===== src/rtl/mon_fifo_reader.sv =====
// -----------------------------------------------------------------------------
// mon_fifo_reader
//
// Read-side controller of the monitoring FIFO. It drains the MonMem word store,
// whose read port is registered (data appears one clk after the address is
// sampled). The words come out on a valid/ready stream that has no bubbles.
// The block owns the read pointer and hands it back to the write side, which
// uses it for full detection.
//
// A 2-entry skid buffer absorbs the one-cycle memory latency. A read is issued
// only when the words in flight plus the words buffered (after this cycle's pop)
// number fewer than two. This rule keeps the skid buffer from overflowing, and
// with OutReady held high it still gives one word per clk.
//
// Ports
//   clk       system clock, all logic on posedge
//   Reset_b   asynchronous active-low reset
//   WrPtr     write pointer from the writer (MSB = wrap bit)
//   RdPtr     read pointer to the writer (MSB = wrap bit)
//   RdAddr    MonMem read address (RdPtr without wrap bit)
//   MemData   MonMem OutData, holds mem[RdAddr] sampled at the previous edge
//   Clear     synchronous flush of all unread words
//   OutData   stream data (head of skid buffer)
//   OutValid  stream valid
//   OutReady  stream ready; pop when OutValid & OutReady
//   Empty     nothing in memory, in flight or buffered
//   Level     unread words: memory + in flight + buffered
// -----------------------------------------------------------------------------
module mon_fifo_reader #(
  parameter int DataWidth = 16,
  parameter int AddrWidth = 5
) (
  input  logic                 clk,
  input  logic                 Reset_b,
  input  logic [AddrWidth:0]   WrPtr,
  output logic [AddrWidth:0]   RdPtr,
  output logic [AddrWidth-1:0] RdAddr,
  input  logic [DataWidth-1:0] MemData,
  input  logic                 Clear,
  output logic [DataWidth-1:0] OutData,
  output logic                 OutValid,
  input  logic                 OutReady,
  output logic                 Empty,
  output logic [AddrWidth+1:0] Level
);

  // State
  logic [AddrWidth:0]   rd_ptr_q, rd_ptr_d;
  logic                 in_flight_q, in_flight_d;   // a MonMem read is returning this cycle
  logic [1:0]           buf_count_q, buf_count_d;   // skid buffer occupancy, 0..2
  logic [DataWidth-1:0] buf_q [2];                  // buf_q[0] is the stream head
  logic [DataWidth-1:0] buf_d [2];

  // Per-cycle control
  logic                 mem_empty;
  logic                 pop;
  logic                 ret;
  logic                 issue;
  logic [2:0]           occupancy;
  logic [1:0]           slot_after_pop;
  logic                 wr_sel;
  logic [AddrWidth:0]   mem_words;

  // NOTE: every signal assigned in this block gets a default value first. If a
  // branch left one unassigned, synthesis would infer a latch.
  always_comb begin
    rd_ptr_d    = rd_ptr_q;
    in_flight_d = in_flight_q;
    buf_count_d = buf_count_q;
    buf_d       = buf_q;

    mem_empty = (rd_ptr_q == WrPtr);

    // Clear wins over the consumer: nothing pops in the flush cycle.
    pop = (buf_count_q != 2'd0) && OutReady && !Clear;

    // Data returning from MonMem is dropped when Clear is asserted.
    ret = in_flight_q && !Clear;

    // Issue credit: words in flight plus words buffered, minus this cycle's
    // pop, must stay below 2. Written as occ < 2 + pop to avoid an underflow.
    occupancy = {1'b0, buf_count_q} + {2'b00, in_flight_q};
    issue     = !mem_empty && !Clear && (occupancy < (3'd2 + {2'b00, pop}));

    // A returning word goes into the first free slot after this cycle's pop.
    slot_after_pop = buf_count_q - {1'b0, pop};
    wr_sel         = (slot_after_pop != 2'd0);

    if (Clear) begin
      rd_ptr_d    = WrPtr;
      in_flight_d = 1'b0;
      buf_count_d = 2'd0;
    end else begin
      if (issue) begin
        rd_ptr_d = rd_ptr_q + 1'b1;
      end
      in_flight_d = issue;

      if (pop) begin
        buf_d[0] = buf_q[1];
      end
      if (ret) begin
        buf_d[wr_sel] = MemData;
      end
      buf_count_d = buf_count_q + {1'b0, ret} - {1'b0, pop};
    end
  end

  // NOTE: sequential state uses non-blocking assignments only. All flops then
  // update together from pre-edge values, so simulation matches the hardware.
  always_ff @(posedge clk or negedge Reset_b) begin
    if (!Reset_b) begin
      rd_ptr_q    <= '0;
      in_flight_q <= 1'b0;
      buf_count_q <= 2'd0;
      // NOTE: this small data store is reset on purpose. OutData is a direct
      // view of buf_q[0] and must read 0 after reset. Large RAMs are normally
      // left without a reset.
      buf_q[0]    <= '0;
      buf_q[1]    <= '0;
    end else begin
      rd_ptr_q    <= rd_ptr_d;
      in_flight_q <= in_flight_d;
      buf_count_q <= buf_count_d;
      buf_q[0]    <= buf_d[0];
      buf_q[1]    <= buf_d[1];
    end
  end

  // Outputs, all decoded directly from registers
  always_comb begin
    mem_words = WrPtr - rd_ptr_q;   // modulo 2**(AddrWidth+1), handles wrap
    RdPtr     = rd_ptr_q;
    RdAddr    = rd_ptr_q[AddrWidth-1:0];
    OutData   = buf_q[0];
    OutValid  = (buf_count_q != 2'd0);
    Level     = (AddrWidth+2)'(mem_words)
              + (AddrWidth+2)'(in_flight_q)
              + (AddrWidth+2)'(buf_count_q);
    Empty     = (Level == '0);
  end

  // Design invariants
  a_credit : assert property (@(posedge clk) disable iff (!Reset_b)
    (({1'b0, buf_count_q} + {2'b00, in_flight_q}) <= 3'd2));

  a_stable : assert property (@(posedge clk) disable iff (!Reset_b)
    (OutValid && !OutReady && !Clear) |=> (OutValid && $stable(OutData)));

endmodule


===== config.mk =====
export PLATFORM = sky130hd
export DESIGN_NAME = mon_fifo_reader
export DESIGN_NICKNAME = d
export VERILOG_FILES = /design/src/rtl/mon_fifo_reader.sv
export SDC_FILE = /design/constraint.sdc
export NUM_CORES = 1
export LEC_CHECK = 0
export CORE_MARGIN = 1
export CORE_UTILIZATION = 45
export DETAILED_ROUTE_END_ITERATION = 12
export HOLD_SLACK_MARGIN = 0.02
export PLACE_DENSITY = 0.72
export SKIP_CTS_REPAIR_TIMING = 1
export SLEW_MARGIN = 20
export SYNTH_ARGS = -nofsm -noshare
export SYNTH_HDL_FRONTEND = slang
export SYNTH_SLANG_ARGS = --single-unit

===== constraint.sdc =====
create_clock -name clk -period 7.59 [get_ports clk]
set_input_delay 0.759 -clock clk [delete_from_list [all_inputs] [get_ports clk]]
set_output_delay 0.759 -clock clk [all_outputs]
set_load 0.005 [all_outputs]

=== Word-level counts from Yosys, hierarchy flattened ===
Cells that the tools add are included.

* Input bits: 26
* Bits in registers: 41

* Bitwise logic cells: 2
* Reduce and logical (&&, ||, !) cells: 13
* $lt $le $gt $ge: 3
* Eq/ne operators: 1
* Mux-type cells: 10
* Add/sub/neg operators: 9

{| class="wikitable"
|+ Operators by type and width
! operator !! number
|-
| $mux 16 || 3
|-
| $bwmux 32 || 1
|-
| $mux 32 || 1
|-
| $demux 16 s1 || 1
|-
| $mux 6 || 2
|-
| $add 6x1->7 || 1
|-
| $add 7x2->7 || 1
|-
| $logic_not 7->1 || 1
|-
| $add 6x1->6 const B || 1
|-
| $eq 6x6->1 || 1
|-
| $logic_and 1x1->1 || 6
|-
| $reduce_bool 2->1 || 3
|-
| $sub 6x6->6 || 1
|-
| $sub 2x1->2 || 2
|-
| $add 2x1->3 || 1
|-
| $add 2x1->3 const A || 1
|-
| $lt 3x3->1 || 1
|-
| $add 2x1->2 || 1
|-
| $ge 2x2->1 const B || 1
|-
| $logic_not 1->1 || 2
|-
| $lt 2x1->1 const B || 1
|-
| $mux 2 || 1
|-
| $not 1->2 || 1
|-
| $reduce_and 2->1 || 1
|-
| 2 further kinds || 2
|}

=== Depth between registers and ports, before layout ===
* Depth in word-level cells: 12
* Gate-level depth with buffers: 10
* Mapped depth without buffers: 10

=== Least setup slack after synthesis ===
OpenSTA, ideal clock, no wires.

* Path type: input -> output
* Start: input WrPtr[0]
* End: output Empty
* Required time: 6831 ps
* Stages on the path: 10
* Arrival: 2624 ps
* Slack: 4207 ps
* Cells stage by stage: inv_1 > ha_1 > inv_1 > fa_1 > ha_1 > nor2b_1 > o21ai_1 > a21oi_1 > mux2_2 > and3_1

* Longest elaborated chain between the ends: 4

{| class="wikitable"
|+ Ends and longest elaborated chain
! element !! RTL line !! text
|-
| from (decl) || 35 || <nowiki>input logic [AddrWidth:0] WrPtr,</nowiki>
|-
| $sub 6x6->6 || 132 || <nowiki>mem_words = WrPtr - rd_ptr_q;</nowiki>
|-
| $add 6x1->7 || 138 || <nowiki>+ (AddrWidth+2)'(in_flight_q)</nowiki>
|-
| $add 7x2->7 || 139 || <nowiki>+ (AddrWidth+2)'(buf_count_q);</nowiki>
|-
| $logic_not 7->1 || 140 || <nowiki>Empty = (Level == '0);</nowiki>
|-
| to (decl) || 43 || <nowiki>output logic Empty,</nowiki>
|}

Every way passes these cells.

=== Worst setup path after layout ===
Ends and elaborated chain as after synthesis.

==> out/qor.yml <==
grt_start_max_net_pins: 42
synthDistinctLibCells: 38
area_growth_pct: 24.9
fin_area_um2: 3060
cts.clk_slew.worst_paths_ns: 0.08
maxCapViolations: 0
syn-cell-area_um2: 2450
grt_overflow: 0
cts_buffer_depth: 2
hpwl_mm: 3.29
switchingPower_mw: 0.338
postSynthAreaPerCell_um2: 10.5
io_pins: 62
dieArea_um2: 5740
drc: 0
gr-usage-all-layers_pct: 17.2
start_util_pct: 47.3
fillers: 441
powerDensity_nw_per_um2: 338
design.core.area_um2: 5170
min_period_ns: 4.44
drt_iter0_drc: 37
grt_pass1_wl_mm: 7.23
fin_tns_setup_ns: 0
grt_pass1_vias: 1556
die_width_um: 75.8
syn_inst: 234
antenna_found_initial: 0
comb_power_share_pct: 49.0
die_y_um: 75.8
min_path_type: "reg2reg"
crit_path_top_delay_cell: "clkdlybuf4s50_1"
htreeDepth: 2
drive_gt1_share_pct: 12.4
finalSetupViolations: 0
max_slew_margin_pct: 40.1
wirelength_mm: 4.52
avgViaCountPerCell: 5.06
seqPwrFrac_pct: 35.5
cellLeakagePower_nw: 1.32
grt_setup_unrepaired: "false"
crit_type: "in2out"
path_cells: "clkdlybuf4s50_1 > inv_1 > ha_1 > inv_1 > fa_1 > ha_1 > nor2b_1 > o21ai_1 > a21oi_1 > mux2_2 > and3_1 > clkdlybuf4s50_1"
power.internal_mw: 0.696
wl_per_cell_um: 13.1
place_congestion: 0.821
slowest_delay_ns: 0.50
cp.arrival_ns: 3.68
layout.nets: 313
slew_viol_final: 0
critPathMaxFanout: 4
cp-end-kind: "output pin"
clock.fmax_mhz: 225
final-seq-area_um2: 1030
final_hold_viol_count: 0
r2r_cells: 7
hold_depth: 1
ys_ff_latch: 41
clock-root-buffer: "clkbuf_8"
cts_sinks: 41
crit_path_start_kind: "input port"
vias: 1741
rows: 26
outcome: "complete, no violations"
min_period_over_period_pct: 58.5
n_antenna_cell: 0
syn_nets: 274
worstSkewPairLatency_ns: 0.30
cp-startpoint: "WrPtr[0]"
ant_nets: 0
io_buffer_count: 61
clkPwrFrac_pct: 15.5
cp.required_ns: 6.83
hold_slack_ns: 0.510
rr_endpoint: "buf_count_q[0]"
worst_slew_pin_slew_ns: 0.899
multi_input_comb_area_um2: 1170
cts_tree: "yes"
cts_buffers: 5
r2r_start: "buf_count_q[1]"
finClkSkew_ns: 0.00540
netSwitchingFraction_pct: 32.7
ir_worst_vdd_mv: 0.140
r2r_slack_ns: 5.60
ys_seq_area_share_pct: 41.9
postPlaceCellArea_um2: 2950
dr.pass1.iters: 4
yosysWarningCount: 0
stage by stage:
step	power (mW)	cells	setup slack [ns]	utilization, %
final	1.03	344	3.15	59.1
after floorplan	0.703	234	4.21	-
after global placement	0.872	336	3.21	57.0
after CTS	1.05	344	3.15	59.0
after detailed placement	0.884	336	3.15	57.0
after global routing	1.12	344	3.01	59.1
placed cells by master (no fill, tap or decap), drive strengths merged, types with 2 or more instances in the layout:
cell and n:
a21o 2, a21oi 2, and3 2, buf 2, clkbuf 7, clkdlybuf4s50 60
dfrtp 41, fa 3, ha 11, inv 16, mux2 17, mux2i 16
nand2 24, nand2b 2, nand3 6, nand4 3, nor2 7, nor2b 3
o21ai 22, o311a 2, xnor2 8, xor2 7
critical path: cells and delay by family:
| kind | cells | cell delay [ns] |
|---|---|---|
| adder cells (fa/ha/maj) | 3 | 0.97 |
| AND/OR/NAND/NOR | 2 | 0.29 |
| buffers and inverters | 4 | 1.06 |
| AO/OA/AOI/OAI | 2 | 0.33 |
| multiplexers | 1 | 0.27 |
synth_stat cells (all sizes together):
cell type | instances | area [µm²]
nand2 | 24 | 90.1
o41ai | 1 | 27.5
nand4 | 3 | 18.8
xor2 | 7 | 61.3
or4 | 1 | 7.51
a21oi | 2 | 10.0
nor2b | 3 | 26.3
o21ai | 22 | 110
clkbuf | 4 | 15.0
nor3 | 1 | 5.00
ha | 11 | 138
nor4 | 1 | 6.26
o311ai | 1 | 8.76
and3 | 2 | 12.5
nand3 | 6 | 30.0
a21o | 2 | 16.3
o31a | 1 | 8.76
o311a | 2 | 21.3
a31oi | 1 | 6.26
mux2i | 16 | 160
nor2 | 7 | 26.3
xnor2 | 8 | 70.1
mux2 | 17 | 191
buf | 26 | 194
and2 | 1 | 6.26
inv | 15 | 56.3
o31ai | 1 | 12.5
nand2b | 2 | 12.5
o21a | 1 | 7.51
fa | 3 | 60.1
dfrtp | 41 | 1030
or2 | 1 | 6.26
metal layers:
metal  vias to the layer above  part of all wire [%]  global-route usage, %
met5                         -                     0                      0
met1                       828                    45                   21.7
li1                        855                     -                      -
met3                         6                   5.9                   4.89
met4                         0                   1.4                   5.76
met2                        52                    47                   28.2
worst max path at each step:
stage,to,slack (ns),depth (start not counted)
5_1_grt,Empty,3.01,12
3_5_place_dp,Empty,3.15,12
6_report,Empty,3.15,12
2_1_floorplan,Empty,4.21,10
3_3_place_gp,Empty,3.21,12
4_1_cts,Empty,3.15,12
kinds of logic after synthesis:
family                     after synthesis  synth area share (%)
xor gates and xnor gates                15                  5.37
and+or+nand+nor                         52                  10.1
adders and majority gates               14                  8.07
buffers and inverters                   45                  10.8
AOI/OAI and AO/OA                       34                  9.35
DFF                                     41                  41.9
muxes                                   33                  14.4
power by group through the flow:
stage,Clock [mW],Combinational (mW),Sequential (mW)
floorplan,0,0.347,0.356
CTS,0.168,0.514,0.368
global placement,0,0.503,0.369
detailed placement,0,0.512,0.372
finish,0.161,0.507,0.367
global route,0.176,0.565,0.380
cell type report:
class,instances,area share [%]
timing repair buffer,62,20.0
tap,70,2.86
clock inverter,1,0.286
sequential,41,33.6
clock buffer,7,3.15
inverter,15,1.84
multi-input combinational,148,38.3
Power figures use the tool's default switching activity.
==> edit (config.mk and constraints unchanged) <==
Register the output `Level`, without a reset; this adds one clock of latency there. The other outputs are not delayed to match.
--- a/src/rtl/mon_fifo_reader.sv
+++ b/src/rtl/mon_fifo_reader.sv
@@ -43,6 +43,8 @@
   output logic                 Empty,
   output logic [AddrWidth+1:0] Level
 );
+
+  logic [AddrWidth+1:0] Level_d;
 
   // State
   logic [AddrWidth:0]   rd_ptr_q, rd_ptr_d;
@@ -134,10 +136,10 @@
     RdAddr    = rd_ptr_q[AddrWidth-1:0];
     OutData   = buf_q[0];
     OutValid  = (buf_count_q != 2'd0);
-    Level     = (AddrWidth+2)'(mem_words)
+    Level_d   = (AddrWidth+2)'(mem_words)
               + (AddrWidth+2)'(in_flight_q)
               + (AddrWidth+2)'(buf_count_q);
-    Empty     = (Level == '0);
+    Empty     = (Level_d == '0);
   end
 
   // Design invariants
@@ -147,5 +149,9 @@
   a_stable : assert property (@(posedge clk) disable iff (!Reset_b)
     (OutValid && !OutReady && !Clear) |=> (OutValid && $stable(OutData)));
 
+  always_ff @(posedge clk) begin
+    Level <= Level_d;
+  end
+
 endmodule
 
Behaviour: not the same (a bounded check fails within 4 cycles, from zero or initial values and one cycle with Reset_b low).
==> edit against the original RTL <==
Clock power about the same. Clock skew rose by 0.0034 ns. Total power is 3.1% higher. Sequential cell count is 7 higher. Area after synthesis rose by 5.7%. Final area rose by 4.4%. Wire length grew 2.9%. Worst setup slack improved by 0.016 ns.
==> edit: results (changes against the original RTL) <==
\begin{tabular}{lr}
\hline
Metric & Value \\
\hline
\multicolumn{2}{l}{\textbf{Worst setup path}} \\
\quad Worst R2R Start & RdPtr[0]\$\_DFFE\_PN0P\_ (was buf\_count\_q[1]\$\_DFF\_PN0\_) \\
\quad Crit path largest cell delay & between 0.4 and 0.5 ns \\
\quad Flop-to-flop setup slack & 5.25 ns (was 5.60 ns) \\
\quad Worst R2R End & Level[5]\$\_DFF\_P\_ (was buf\_count\_q[0]\$\_DFF\_PN0\_) \\
\quad Length in cells of the worst reg-to-reg path & 9 (was 7) \\
\multicolumn{2}{l}{\textbf{Detailed routing}} \\
\quad Drt wl/cell & 13.18 um (was 13.14 um) \\
\quad Metal3 WL & 146 um (was 266 um) \\
\quad Sum of routed wire segments on met1 & 2.240 mm (was 2.056 mm) \\
\quad DR iter-0 viols & 49 (was 37) \\
\multicolumn{2}{l}{\textbf{Timing}} \\
\quad Headroom to the max-slew limit & 0.3854 (was 0.4008) \\
\quad Worst hold slack & 0.5107 ns (was 0.5096 ns) \\
\quad Clock tree skew after final layout & 0.008840 ns (was 0.005403 ns) \\
\quad Maximum clock frequency & 226.1 MHz (was 225.3 MHz) \\
\multicolumn{2}{l}{\textbf{Global routing}} \\
\quad Met1 track utilization from global routing & 0.2210 (was 0.2170) \\
\quad Via count of the first global-routing pass & 1756 (was 1556) \\
\quad Met2 capacity usage during global routing & 0.2823 (was 0.2822) \\
\quad Met3 routing resource usage after global routing & 0.04000 (was 0.04894) \\
\quad All-layer global routing usage & 0.1706 (was 0.1715) \\
\multicolumn{2}{l}{\textbf{Final layout}} \\
\quad Share of layout cells above drive strength 1 & 0.1210 (was 0.1241) \\
\quad Number of nets in the layout & 320 (was 313) \\
\quad Clk\_buf instances & 6 (was 7) \\
\quad Layout filler cell count & 499 (was 441) \\
\quad Multi-input combinational area share & 0.3665 (was 0.3826) \\
\quad Non-clock buffer share & 0.1921 (was 0.2005) \\
\multicolumn{2}{l}{\textbf{Logic synthesis}} \\
\quad Number of nets in the synthesized netlist & 281 (was 274) \\
\quad Distinct cell type count of the synthesized netlist & 39 (was 38) \\
\multicolumn{2}{l}{\textbf{Pwr}} \\
\quad Design internal power & 0.7219 mW (was 0.6962 mW) \\
\quad Peak supply drop & 0.1455 mV (was 0.1404 mV) \\
\multicolumn{2}{l}{\textbf{CTS}} \\
\quad Clock root cell & clkbuf\_8 (unchanged) \\
\multicolumn{2}{l}{\textbf{Outcome}} \\
\quad Outcome & finished, final reports clean (unchanged) \\
\multicolumn{2}{l}{\textbf{Placement}} \\
\quad Sum of net half-perimeters after detailed placement & 3.354 mm (was 3.285 mm) \\
\hline
\end{tabular}
edit: worst max-delay path by stage:
stage          depth (start not counted)  startpoint  slack (ns)     to
2_1_floorplan                         10    WrPtr[0]        4.21  Empty
3_3_place_gp                          12    WrPtr[0]        3.20  Empty
3_5_place_dp                          12    WrPtr[0]        3.13  Empty
4_1_cts                               12    WrPtr[0]        3.14  Empty
5_1_grt                               12    WrPtr[0]        2.99  Empty
6_report                              12    WrPtr[0]        3.17  Empty
edit: kinds of logic after synthesis:
| family | after synthesis | synth area share |
|---|---|---|
| simple gates | 52 | 0.09570 |
| mux | 33 | 0.1358 |
| buf+inv | 45 | 0.1025 |
| compound gates | 34 | 0.08845 |
| xor+xnor | 15 | 0.05075 |
| fa+ha+maj | 14 | 0.07637 |
| flops | 48 | 0.4505 |
edit: stage by stage:
stage / util / power [mW] / std cells / area [um^2] / worst slack (ns)
after global routing: 0.5761 / 1.153 / 353 / 3192 / 2.990
after floorplan: - / 0.7567 / 241 / 2589 / 4.207
final: 0.5761 / 1.067 / 353 / 3192 / 3.166
after CTS: 0.5752 / 1.079 / 353 / 3187 / 3.138
after detailed placement: 0.5578 / 0.9162 / 345 / 3090 / 3.133
after global placement: 0.5578 / 0.8991 / 345 / 3090 / 3.201
edit: power groups by stage:
| stage | sequential [mW] | clock [mW] | combinational, mW |
|---|---|---|---|
| finish | 0.424 | 0.161 | 0.482 |
| global route | 0.438 | 0.177 | 0.539 |
| CTS | 0.425 | 0.167 | 0.488 |
| detailed placement | 0.430 | 0 | 0.486 |
| global placement | 0.426 | 0 | 0.473 |
| floorplan | 0.419 | 0 | 0.338 |
edit: critical path: cells and delay by family:
family	cells	cell delay [ns]
buf+inv	4	1.06
simple gates	2	0.29
mux	1	0.26
compound gates	2	0.32
fa+ha+maj	3	0.98
